<file path="src/rtl/ctr_decoder.sv">
// ctr_decoder: decodes the serial cal-trg-res command line.
// A command is a start bit 1 followed by bits b1, b2 in consecutive sync
// slots and at least one 0 separator slot. {b1,b2} selects
// 00 cal / 10 trg / 11 res_roc / 01 res_tbm. A 1 seen in the separator
// slot raises frame_err and is taken as the start bit of the next command.
//
// Ports:
//   clk        system clock, rising edge
//   reset      asynchronous active-high reset
//   sync       bit-slot enable; ctr_in is sampled only when sync=1
//   ctr_in     serial command line
//   cnt_clr    synchronous clear of all counters (ignores sync)
//   cal, trg, res_roc, res_tbm  one-clk decoded command pulses
//   busy       high while a command is in flight (B1, B2, GAP)
//   frame_err  one-clk pulse on a separator violation
//   trg_cnt, cal_cnt, err_cnt   wrapping event counters
module ctr_decoder #(
  parameter int unsigned CNT_W = 16
) (
  input  logic             clk,
  input  logic             reset,
  input  logic             sync,
  input  logic             ctr_in,
  input  logic             cnt_clr,
  output logic             cal,
  output logic             trg,
  output logic             res_roc,
  output logic             res_tbm,
  output logic             busy,
  output logic             frame_err,
  output logic [CNT_W-1:0] trg_cnt,
  output logic [CNT_W-1:0] cal_cnt,
  output logic [CNT_W-1:0] err_cnt
);

  typedef enum logic [1:0] {
    S_IDLE = 2'd0,
    S_B1   = 2'd1,
    S_B2   = 2'd2,
    S_GAP  = 2'd3
  } state_e;

  state_e            state_q, state_d;
  logic              b1_q, b1_d;
  logic              cal_q, cal_d;
  logic              trg_q, trg_d;
  logic              roc_q, roc_d;
  logic              tbm_q, tbm_d;
  logic              err_q, err_d;
  logic              busy_q, busy_d;
  logic [CNT_W-1:0]  trg_cnt_q, trg_cnt_d;
  logic [CNT_W-1:0]  cal_cnt_q, cal_cnt_d;
  logic [CNT_W-1:0]  err_cnt_q, err_cnt_d;

  // Next-state, decode and counter logic
  always_comb begin
    state_d = state_q;
    b1_d    = b1_q;
    cal_d   = 1'b0;
    trg_d   = 1'b0;
    roc_d   = 1'b0;
    tbm_d   = 1'b0;
    err_d   = 1'b0;

    if (sync) begin
      unique case (state_q)
        S_IDLE: begin
          if (ctr_in) state_d = S_B1;
        end
        S_B1: begin
          b1_d    = ctr_in;
          state_d = S_B2;
        end
        S_B2: begin
          // b2 is consumed on its own sample edge; the pulse registers carry it
          unique case ({b1_q, ctr_in})
            2'b00:   cal_d = 1'b1;
            2'b10:   trg_d = 1'b1;
            2'b11:   roc_d = 1'b1;
            default: tbm_d = 1'b1;
          endcase
          state_d = S_GAP;
        end
        S_GAP: begin
          // A 1 in the separator slot is both an error and a new start bit
          if (ctr_in) begin
            err_d   = 1'b1;
            state_d = S_B1;
          end else begin
            state_d = S_IDLE;
          end
        end
        default: state_d = S_IDLE;
      endcase
    end

    busy_d = (state_d != S_IDLE);

    // Counters advance on the edge that raises their pulse; clear wins
    if (cnt_clr) begin
      trg_cnt_d = '0;
      cal_cnt_d = '0;
      err_cnt_d = '0;
    end else begin
      trg_cnt_d = trg_cnt_q + CNT_W'(trg_d);
      cal_cnt_d = cal_cnt_q + CNT_W'(cal_d);
      err_cnt_d = err_cnt_q + CNT_W'(err_d);
    end
  end

  // State and output registers
  always_ff @(posedge clk or posedge reset) begin
    if (reset) begin
      state_q   <= S_IDLE;
      b1_q      <= 1'b0;
      cal_q     <= 1'b0;
      trg_q     <= 1'b0;
      roc_q     <= 1'b0;
      tbm_q     <= 1'b0;
      err_q     <= 1'b0;
      busy_q    <= 1'b0;
      trg_cnt_q <= '0;
      cal_cnt_q <= '0;
      err_cnt_q <= '0;
    end else begin
      state_q   <= state_d;
      b1_q      <= b1_d;
      cal_q     <= cal_d;
      trg_q     <= trg_d;
      roc_q     <= roc_d;
      tbm_q     <= tbm_d;
      err_q     <= err_d;
      busy_q    <= busy_d;
      trg_cnt_q <= trg_cnt_d;
      cal_cnt_q <= cal_cnt_d;
      err_cnt_q <= err_cnt_d;
    end
  end

  assign cal       = cal_q;
  assign trg       = trg_q;
  assign res_roc   = roc_q;
  assign res_tbm   = tbm_q;
  assign frame_err = err_q;
  assign busy      = busy_q;
  assign trg_cnt   = trg_cnt_q;
  assign cal_cnt   = cal_cnt_q;
  assign err_cnt   = err_cnt_q;

endmodule
</file>
<file path="config.mk">
export PLATFORM = sky130hd
export DESIGN_NAME = ctr_decoder
export DESIGN_NICKNAME = d
export VERILOG_FILES = /design/src/rtl/ctr_decoder.sv
export SDC_FILE = /design/constraint.sdc
export NUM_CORES = 1
export LEC_CHECK = 0
export BUFFER_PORTS_ARGS = -buffer_cell sky130_fd_sc_hd__buf_2
export CAP_MARGIN = 30
export CORE_ASPECT_RATIO = 1.25
export CORE_UTILIZATION = 40
export CTS_BUF_LIST = sky130_fd_sc_hd__clkbuf_2
export DETAILED_ROUTE_END_ITERATION = 8
export REMOVE_ABC_BUFFERS = 1
export SYNTH_ARGS = -nofsm -noshare
export SYNTH_HDL_FRONTEND = slang
export SYNTH_SLANG_ARGS = --single-unit
</file>
<file path="constraint.sdc">
create_clock -name clk -period 2.3 [get_ports clk]
set_input_delay 0.23 -clock clk [delete_from_list [all_inputs] [get_ports clk]]
set_output_delay 0.23 -clock clk [all_outputs]
set_load 0.01 [all_outputs]
</file>
---- Word-level counts from Yosys, hierarchy flattened ----
Cells that the tools add are included.
word-level totals
  flip-flop bits (word level) ............. 57
  input port bits ......................... 5
  word-level logic and storage cells ...... 46
operators by class
  add/sub/neg operators ................... 3
  equal/unequal tests ..................... 5
  mux-type cells .......................... 22
  reductions and logical operators ........ 5
operators with widths
  kind                                            number
  adder 16 x 1 -> 16 bit                          3
  two-way mux 16 bit                              3
  two-way mux 1 bit                               16
  == test 2 bit (second input constant)           4
  one-hot mux 2 bit (4 select lines)              1
  zero test 2 bit                                 2
  two-way mux 2 bit                               2
  OR reduction 3 bit                              1
  == test 2 x 1 -> 1 bit (second input constant)  1
  AND reduction 2 bit                             1
  nonzero test 2 bit                              1

---- Longest topological paths before layout ----
Gate-level depths: netlist of run 1.
  depth in word-level cells ............... 6
  gate-level depth with buffers ........... 10
  mapped depth without buffers ............ 9

---- Worst setup path before layout of run 1 ----
Ideal clock, no wire load.
  path kind ............................... flip-flop to flip-flop
  from .................................... reg state_q[0]
  to ...................................... reg trg_cnt_q[15], in the netlist trg_cnt[15]
  setup time .............................. 0.128 ns
  arrival time ............................ 2.051 ns
  required time ........................... 2.172 ns
  setup slack ............................. 0.122 ns
  stages on the path, launching flop included .. 10
  path buffers ............................ 0
  cells stage by stage .................... dfrtp_1 -> inv_1 -> ha_1 -> nand2_1 -> nor3_1 -> ha_1 -> nand2_1 -> nor3_2 -> nor3b_1 -> mux2_1
between the ends
  longest elaborated chain between the ends .. 5
ends and longest elaborated chain
  what                    RTL line  text
  start, declared         43        state_e state_q, state_d;
  start signal, assigned  126       state_q <= state_d;
  == test 2 bit           66        unique case (state_q)
  two-way mux 1 bit       66
  two-way mux 1 bit       65        if (sync) begin
  via trg_d               46        logic trg_q, trg_d;
  adder 16 x 1 -> 16 bit  105       trg_cnt_d = trg_cnt_q + CNT_W'(trg_d);
  two-way mux 16 bit      100       if (cnt_clr) begin
  via trg_cnt_d[15]       51        logic [CNT_W-1:0] trg_cnt_q, trg_cnt_d;
  end signal, assigned    134       trg_cnt_q <= trg_cnt_d;
  end, declared           51
The timed path passes the listed nets, and every way through them passes these cells.
A chain may end at the register's enable or synchronous reset.

---- Final worst setup path of run 1 ----
  from .................................... reg state_q[0]
  to ...................................... reg trg_cnt_q[14], in the netlist trg_cnt[14]
Same word-level chain as after synthesis.

==> results of run 1 <==
[layer usage]
layer,global-route usage,vias up,wire [um]
met1,0.215,1055,2690
met4,0.0913,0,110
met2,0.276,33,2850
met5,0,-,0
met3,0.0354,10,172
li1,-,1074,-
[per-stage QoR]
| stage | setup WS [ps] | std cells | hold WS (ps) | instance area (sq um) | utilization |
|---|---|---|---|---|---|
| after floorplan | 99.7 | 257 | 293 | 2710 | - |
| after global placement | 102 | 410 | 291 | 3160 | 0.476 |
| after detailed placement | 4.87 | 410 | 292 | 3160 | 0.476 |
| after CTS | 17.3 | 425 | 43.9 | 3250 | 0.489 |
| after global routing | -28.9 | 429 | 82.5 | 3330 | 0.501 |
| final | 121 | 429 | 104 | 3330 | 0.501 |
[logic make-up (layout without fill, tap and decap cells)]
| group | Yosys count | count (layout) |
|---|---|---|
| multiplexers | 4 | 4 |
| AO/OA/AOI/OAI | 24 | 24 |
| adder cells (fa/ha/maj) | 10 | 10 |
| XOR/XNOR | 32 | 32 |
| buffers and inverters | 19 | 94 |
| flip-flops | 57 | 57 |
| AND/OR/NAND/NOR | 121 | 121 |
[state kept, by name, summed over array words and instances, names as in the netlist]
register / count
res_tbm: 1
trg_cnt: 16
trg: 1
frame_err: 1
b1_q: 1
state_q: 2
cal: 1
res_roc: 1
cal_cnt: 16
busy: 1
err_cnt: 16
[cells in the mapped netlist]
library cell and number:
and2_1 2, and3_2 1, a21oi_1 11, nand4_2 2, xor2_1 22, and3_1 4
mux2_2 1, xnor2_1 10, nor3b_1 1, o41ai_1 2, a32o_1 1, nand3_1 16
nor3_1 4, or4b_1 2, or4_1 2, a2111oi_0 1, or3_1 5, inv_1 9
nand2b_1 1, and4_1 4, nor2b_1 6, o31ai_1 2, dfrtp_1 57, and4_4 1
buf_2 1, nor3_2 1, o21ai_0 6, nor2_1 39, nand2_1 14, or2_2 1
buf_6 3, mux2_1 3, and4_2 1, clkbuf_8 2, nand2_2 1, ha_1 10
a31o_2 1, clkbuf_1 4, nand4_1 12, nor4b_1 1
[critical path, delay by kind of cell, from the launching register on]
kind | cells | cell delay, ps
AND/OR/NAND/NOR | 4 | 970
flip-flops | 1 | 430
adder cells (fa/ha/maj) | 2 | 360
buffers and inverters | 2 | 220
AO/OA/AOI/OAI | 1 | 150
[power by group through the flow]
stage	clock, mW	sequential [mW]	combinational (mW)
floorplan	0	1.11	0.130
global placement	0	1.10	0.219
detailed placement	0	1.10	0.221
CTS	0.488	1.09	0.226
global route	0.533	1.10	0.317
finish	0.461	1.09	0.272
[layout make-up]
type,instances,share of cell area
Multi-Input combinational cell,191,0.390
Clock buffer,11,0.0165
Inverter,9,0.0101
Sequential cell,57,0.428
Timing Repair Buffer,72,0.120
Tap cell,87,0.0327
Clock inverter,2,0.00263
[how the worst max path moves through the flow]
stage	from	end	slack (ps)	cells past startpoint
finish	state_q[0]	trg_cnt[14]	120	9
global route	state_q[0]	trg_cnt[14]	-30	9
CTS	state_q[0]	trg_cnt[15]	20	9
detailed placement	state_q[0]	cal_cnt[14]	5	9
global placement	state_q[1]	err_cnt[15]	100	7
floorplan	state_q[0]	cal_cnt[14]	100	9
[timing repair]
action                     4_1_cts  5_1_grt
resized for setup                1       13
setup endpoints to repair        1       10
pin swaps                        0        1
hold buffers                     2        0
hold endpoints to repair        23        0
buffers inserted                 0        4
==> run metrics, run 1 <==
CTS tree=done; CP endpoint kind=flop; layout cells sized above 1=0.307; total power=between 1.5 and 2 mW; slew at the pin with the worst max-slew slack=just under 500 ps; GP Congestion=between 0.7 and 0.8; Clock Tree Root=clkbuf_2; fillcell total=644; Seq/Total Area, Yosys=0.512; Max-Cap Viols=0; GR Util All Layers=0.170; crit-path max FO=3; Die Height=~95 um; most common cell after layout, fill and taps aside=buf_2; CTS Buffer Depth=2; largest family of logic cells by synthesized area=simple AND/OR/NAND/NOR gates; worst r2r src=state_q[0]; routed wire length=about 5800 um; TritonCTS buffer count=9; clk slew on worst S/H paths=~150 ps; Max Fclk=roughly 460 MHz; Inserted Diodes=0; final setup vio count=0; CP Data Arrival Time=around 2600 ps; total grt overflow=0; core footprint=about 6600 sq um; Iter 0 DRT Violations=110; final setup TNS=0 ps; switching share of total power=0.285; peak supply drop=roughly 0.00044 V; vias in the first global route=approximately 2,000; Die Wd=76.7 um; Max Clock Skew=17.7 ps; worst path required time=~2700 ps; antenna viol nets, final=0; Syn Inst Count=around 270; register area=around 1400 sq um; area of the multi-input gates=around 1300 sq um; register bit total from synthesis=57; Worst-Skew Late Latency=about 460 ps; Clk pwr share=0.253; hold_sp=sync; multiplexer area fraction after synthesis=0.0162; max incr delay on CP=roughly 550 ps; # DRC=0; Max-slew headroom=0.671; area grow syn2layout=19.6%; Synth area leaders=dfrtp_1 51%, xor2_1 6.9%, nor2_1 5.3%; Hold Fails Final Rpt=0; Initial Util=0.419; most used cell along the critical path=ha_2; syn_area_per_cell=10.4 sq um; type of the tightest min-delay check=in -> reg; post-DR wirelength/cell=about 14 um; initial antenna violation count=0; area leader, netlist=dfrtp_1; internal power of the cells=1.30 mW; Post-Syn Area=2790 sq um; largest net degree at the start of global routing=25; Pleak=~1.7 nW; first drt pass iteration count=4; run status=finished clean; Logic pwr share=0.149; Die Footprint=approximately 7300 sq um; worst reg2reg path endpoint=trg_cnt[14]; global-route wire length before repair=between 9000 and 10,000 um; # rows=33; Num Clock Sinks=57; hold endpoint=res_tbm; Detail Placement HPWL=between 4000 and 5000 um; hold path cells=3; slowest CP cell=or4_4; Synth cell types=40; most frequent cells in the layout=58 x buf_2, 57 x dfrtp_1, 38 x nor2_1; synthesized-area fraction occupied by adder cells=0.0449; Net Sw Power=between 500 and 600 uW; Final Max Slew Viols=0; worst path cell trace=inv_2, ha_2, nand2_2, nor3_4, buf_4, ha_2, nand4_1, or4_4, a21oi_2; Post-Synth XOR/XNOR Area=0.101; pwr dens=between 500 and 600 nW/um^2; kind of critical path=reg -> reg; Final #Nets=~360; via count=2,172; Synth Area in Compound Gates=0.0521; routed vias/inst=about 5.1; worst reg-to-reg setup slack=approximately 120 ps; R2R cell count=9; # IOs=59; simple-gate share of the synthesized area=0.233; PortBufs=58; top cell type's share of synthesized area=0.512; yosys warns=0; Tcrit/Tclk final=0.948; Seq pwr share=0.598; CTS H-tree depth=3; Startpoint Class=flop; Tmin final=2180 ps
Note: power is estimated with default switching activity, not from simulation.
==> inputs of run 2 (changes only) <==
--- a/config.mk
+++ b/config.mk
@@ -7,11 +7,15 @@
 export LEC_CHECK = 0
 export BUFFER_PORTS_ARGS = -buffer_cell sky130_fd_sc_hd__buf_2
 export CAP_MARGIN = 30
+export CELL_PAD_IN_SITES_DETAIL_PLACEMENT = 1
+export CELL_PAD_IN_SITES_GLOBAL_PLACEMENT = 1
 export CORE_ASPECT_RATIO = 1.25
-export CORE_UTILIZATION = 40
+export CORE_UTILIZATION = 39
 export CTS_BUF_LIST = sky130_fd_sc_hd__clkbuf_2
 export DETAILED_ROUTE_END_ITERATION = 8
+export PLACE_DENSITY_LB_ADDON = 0.1
 export REMOVE_ABC_BUFFERS = 1
 export SYNTH_ARGS = -nofsm -noshare
 export SYNTH_HDL_FRONTEND = slang
 export SYNTH_SLANG_ARGS = --single-unit
+export TNS_END_PERCENT = 30
==> run 2 against run 1 <==
Compared with the run above: combinational power decreased by 8.5%; first-iteration DRC count decreased by 38%; design area increased by 0.34%; global-route usage increased by 1.2 points; maximum frequency decreased by 0.53%; clock-buffer cell count decreased by 2; critical path depth unchanged; largest power group unchanged; wire length increased by 7.2%.
==> run metrics, run 2 (synthesis gave the netlist of run 1 again) <==
most frequent cells in the layout=58 x buf_2, 57 x dfrtp_1, 38 x nor2_1; most used cell along the critical path=ha_2; CTS tree=done; Worst-Skew Late Latency=470 ps (about the same); CP Data Arrival Time=2580 ps (about the same); post-DR wirelength/cell=14.5 um (+7.0%); worst path cell trace=inv_2, ha_2, nand2_2, nor3_4, buf_4, ha_2, nand4_1, or4_1, a21oi_1; WP buf/inv=2 (unchanged); most common cell after layout, fill and taps aside=buf_2; pwr dens=576 nW/um^2 (+5.3%); global-route wire length before repair=10,400 um (+7.6%); slew at the pin with the worst max-slew slack=727 ps (+234 ps); WL met3=210 um (+22%); WHS=66.7 ps (-37.3 ps); run status=finished clean; Hold Fails Final Rpt=0 (unchanged); initial antenna violation count=0 (unchanged); worst reg-to-reg setup slack=110 ps (about the same); area grow syn2layout=20.0%; met2 wire length=3150 um (+11%); worst r2r src=state_q[0]; Worst Setup SP=state_q[0]; Pleak=1.68 nW (+0.47%); crit-path max FO=3 (unchanged); Die Wd=77.6 um (+1.2%); Crit path max-delay family=simple AND/OR/NAND/NOR gates; # DRC=0 (unchanged); routed vias/inst=5.13 (+1.3%); core footprint=6930 sq um (+4.3%); total power=1.92 mW (+5.7%); Clock Tree Root=clkbuf_2; Max-Cap Viols=0 (unchanged); Max Fclk=456 MHz (-0.53%); slowest CP cell=or4_1; PortBufs=58 (unchanged); Final Max Slew Viols=0 (unchanged); GP Congestion=0.751 (+2.6%); worst reg2reg path endpoint=trg_cnt[14]; highest metal used=met4; vias in the first global route=2,115 (+3.6%); kind of critical path=reg -> reg; M1 wire length=2760 um (+2.6%); Startpoint Class=flop; Max Clock Skew=29.7 ps (+12.0 ps); peak supply drop=0.000263 V (-41%); Worst Setup Slack, final=109 ps (-11.7 ps); clk slew on worst S/H paths=150 ps (about the same); R2R cell count=9 (unchanged); max incr delay on CP=530 ps (-20 ps); CTS Buffer Depth=2 (unchanged); TritonCTS buffer count=9 (unchanged); Num Clock Sinks=57 (unchanged); # IOs=59 (unchanged); routed wire length=6240 um (+7.2%); CP endpoint kind=flop; instance count on the critical path=9 (unchanged); final setup vio count=0 (unchanged); CTS H-tree depth=3 (unchanged); antenna viol nets, final=0 (unchanged); Iter 0 DRT Violations=68 (-38%); Tcrit/Tclk final=0.953 (+0.00508); Max-slew headroom=0.516 (-0.156); Die Height=96.5 um (+1.2%); layout cells sized above 1=0.294 (-0.0129); worst path required time=2690 ps (about the same); # rows=34 (+3.0%); total grt overflow=0 (unchanged); type of the tightest min-delay check=in -> reg; Die Footprint=7490 sq um (+2.5%); RSZ-0062 raised after global routing=yes; fin util=0.482 (-0.0191); pre-CTS WS=-47.5 ps (-52.4 ps); final setup TNS=0 ps (unchanged); Detail Placement HPWL=4430 um (+7.7%); GR Util All Layers=0.182 (+0.0115); Final #Nets=351 (-1.1%); largest net degree at the start of global routing=58 (+130%); Initial Util=0.402 (-0.0173); Setup crit end=trg_cnt[14]; Tmin final=2190 ps (+11.7 ps); Inserted Diodes=0 (unchanged); first drt pass iteration count=6 (+2); via count=2,205 (+1.5%)
[run 2: layout make-up]
class	count	area, sq um
clock buffer	9	45.0
timing repair buffer	68	368
multi-input combinational	191	1310
inverter	9	33.8
fill	823	3590
tap	90	113
sequential	57	1430
clock inverter	6	50.0
[run 2: worst min-delay path by stage]
| stage | cells after the start | endpoint | start | slack, ps |
|---|---|---|---|---|
| 4_1_cts | 2 | cal | ctr_in | 7 |
| 3_3_place_gp | 3 | res_roc | reset | 500 |
| 3_5_place_dp | 3 | res_roc | reset | 490 |
| 2_1_floorplan | 1 | cal_cnt[13] | cnt_clr | 290 |
| 5_1_grt | 2 | cal | ctr_in | 20 |
| 6_report | 2 | cal | ctr_in | 70 |
[run 2: stage by stage]
step,area [sq um],std cells
floorplan,2710,257
detailed placement,3160,412
global placement,3160,412
CTS,3280,428
global route,3340,430
finish,3340,430
[run 2: metal layers]
layer  up-vias  GRT usage
met4         0     0.0991
met3        11     0.0357
met5         -          0
met2        39      0.301
met1      1097      0.225
li1       1058          -
[run 2: power by group]
group	total [mW]	switching, mW	internal, mW
registers	1.09	0.0382	1.05
logic	0.249	0.146	0.103
clock network	0.588	0.358	0.230
[run 2: what timing repair did]
item / 4_1_cts / 5_1_grt
gates resized for setup: 4 / 11
endpoints found under the hold margin: 57 / 0
pin swaps: 0 / 2
hold buffers: 1 / 0
buffers inserted: 0 / 2
endpoints found under the setup margin: 5 / 12
==> inputs of run 3 (changes only) <==
--- a/config.mk
+++ b/config.mk
@@ -10,7 +10,7 @@
 export CELL_PAD_IN_SITES_DETAIL_PLACEMENT = 1
 export CELL_PAD_IN_SITES_GLOBAL_PLACEMENT = 1
 export CORE_ASPECT_RATIO = 1.25
-export CORE_UTILIZATION = 39
+export CORE_UTILIZATION = 40
 export CTS_BUF_LIST = sky130_fd_sc_hd__clkbuf_2
 export DETAILED_ROUTE_END_ITERATION = 8
 export PLACE_DENSITY_LB_ADDON = 0.1
==> constraint.sdc (replaced) <==
create_clock -name clk -period 2.8 [get_ports clk]
set_input_delay 0.28 -clock clk [delete_from_list [all_inputs] [get_ports clk]]
set_output_delay 0.28 -clock clk [all_outputs]
set_load 0.01 [all_outputs]
==> run 3 against run 2 <==
Compared with the run above: total power is 19% lower; clock power is 15% lower; register-to-register slack better by 270 ps; flip-flop and latch count stayed put; maximum frequency is 9.5% lower; utilization is 0.53 points higher; clock-buffer cell count is 2 higher.
==> run metrics, run 3 (synthesis gave the netlist of run 1 again) <==
most common cell after layout, fill and taps aside=buf_2; worst path required time=3190 ps (+500 ps); CTS H-tree depth=3 (unchanged); Max-slew headroom=0.507 (-0.00872); type of the tightest min-delay check=in -> reg; R2R cell count=9 (unchanged); total grt overflow=0 (unchanged); max incr delay on CP=480 ps (-50 ps); pwr dens=484 nW/um^2 (-16%); GP Congestion=0.737 (-1.8%); run status=finished clean; Die Wd=76.7 um (-1.2%); Max Fclk=413 MHz (-9.5%); Pleak=1.63 nW (-2.6%); CP Data Arrival Time=2810 ps (+230 ps); initial antenna violation count=0 (unchanged); total power=1.57 mW (-19%); hold_sp=ctr_in; pre-CTS WS=258 ps (+306 ps); TritonCTS buffer count=9 (unchanged); largest net degree at the start of global routing=58 (unchanged); Hold Fails Final Rpt=0 (unchanged); hold path cells=2 (unchanged); Crit path max-delay family=simple AND/OR/NAND/NOR gates; Num Clock Sinks=57 (unchanged); PortBufs=58 (unchanged); Worst Setup Slack, final=379 ps (+270 ps); Final #Nets=344 (-2.0%); final setup TNS=0 ps (unchanged); WP buf/inv=1 (-1); Die Footprint=7310 sq um (-2.4%); vias in the first global route=2,179 (+3.0%); final setup vio count=0 (unchanged); # rows=33 (-2.9%); worst reg-to-reg setup slack=380 ps (+270 ps); worst r2r src=state_q[0]; hold endpoint=trg; Final Max Slew Viols=0 (unchanged); CTS Buffer Depth=2 (unchanged); first drt pass iteration count=3 (-3); clk slew on worst S/H paths=150 ps (about the same); area grow syn2layout=16.3%; slew at the pin with the worst max-slew slack=740 ps (+13.1 ps); RSZ-0062 raised after global routing=no; Tmin final=2420 ps (+230 ps); peak supply drop=0.000304 V (+15%); post-DR wirelength/cell=14.4 um (-0.99%); Die Height=95.3 um (-1.2%); GR Util All Layers=0.184 (+0.00222); core footprint=6650 sq um (-4.1%); crit-path max FO=7 (+4); # DRC=0 (unchanged); most frequent cells in the layout=58 x buf_2, 57 x dfrtp_1, 39 x nor2_1; slowest CP cell=or4_1; CTS tree=done; Worst-Skew Late Latency=470 ps (about the same); Clock Tree Root=clkbuf_2; Startpoint Class=flop; CP endpoint kind=flop; Tcrit/Tclk final=0.865 (-0.0879); Max-Cap Viols=0 (unchanged); layout cells sized above 1=0.257 (-0.0366); Max Clock Skew=23.5 ps (-6.17 ps); Iter 0 DRT Violations=76 (+12%); kind of critical path=reg -> reg; Inserted Diodes=0 (unchanged); Initial Util=0.419 (+0.0173); most used cell along the critical path=ha_1; worst path cell trace=inv_1, ha_1, nand2_1, nor3_2, ha_1, and4_1, nand2_2, or4_1, a21oi_1; # IOs=59 (unchanged); worst reg2reg path endpoint=cal_cnt[14]; antenna viol nets, final=0 (unchanged); Detail Placement HPWL=4220 um (-4.7%); global-route wire length before repair=10,400 um (about the same); routed vias/inst=5.10 (-0.55%); via count=2,147 (-2.6%); routed wire length=6050 um (-3.1%)
run 3: changes by cell type in the layout (fill, tap and decap cells not counted), sizes merged:
cell / change
buf: -7
clkinv: -1
clkbuf: +2
run 3: worst max-delay path by stage:
stage / start / cells past startpoint / to
after floorplan: state_q[0] / 9 / cal_cnt[14]
after global placement: state_q[0] / 9 / cal_cnt[14]
after detailed placement: state_q[0] / 9 / trg_cnt[15]
after CTS: state_q[0] / 9 / cal_cnt[14]
after global routing: state_q[0] / 9 / trg_cnt[15]
final: state_q[0] / 9 / cal_cnt[14]
run 3: final cells by class:
type / instances / area (sq um)
fill: 785 / 3410
sequential: 57 / 1430
timing repair buffer: 61 / 315
clock buffer: 11 / 55.1
inverter: 9 / 33.8
clock inverter: 5 / 46.3
tap: 87 / 109
multi-input combinational: 191 / 1250
run 3: where the power goes:
| part | total (mW) | switching, mW | internal (mW) |
|---|---|---|---|
| Combinational | 0.179 | 0.108 | 0.0708 |
| Sequential | 0.889 | 0.0278 | 0.861 |
| Clock | 0.500 | 0.296 | 0.205 |
run 3: layer usage:
metal / vias up / part of all wire / GRT usage
met2: 37 / 0.51 / 0.306
met4: 0 / 0.023 / 0.106
met3: 11 / 0.035 / 0.0392
li1: 1044 / - / -
met5: - / 0 / 0
met1: 1055 / 0.44 / 0.223
run 3: per-stage QoR:
step,cell area [sq um],std cells,utilization,hold WS (ps)
6_report,3240,421,0.487,84.0
5_1_grt,3240,421,0.487,55.1
3_3_place_gp,3120,404,0.469,487
3_5_place_dp,3120,404,0.469,478
4_1_cts,3230,421,0.486,39.3
2_1_floorplan,2710,257,-,343
run 3: timing repair:
action | CTS | global route
hold buffers | 1 | 0
endpoints found under the hold margin | 30 | 0
gates resized for setup | 0 | 2
setup buffers | 0 | 0
setup endpoints to repair | 0 | 1
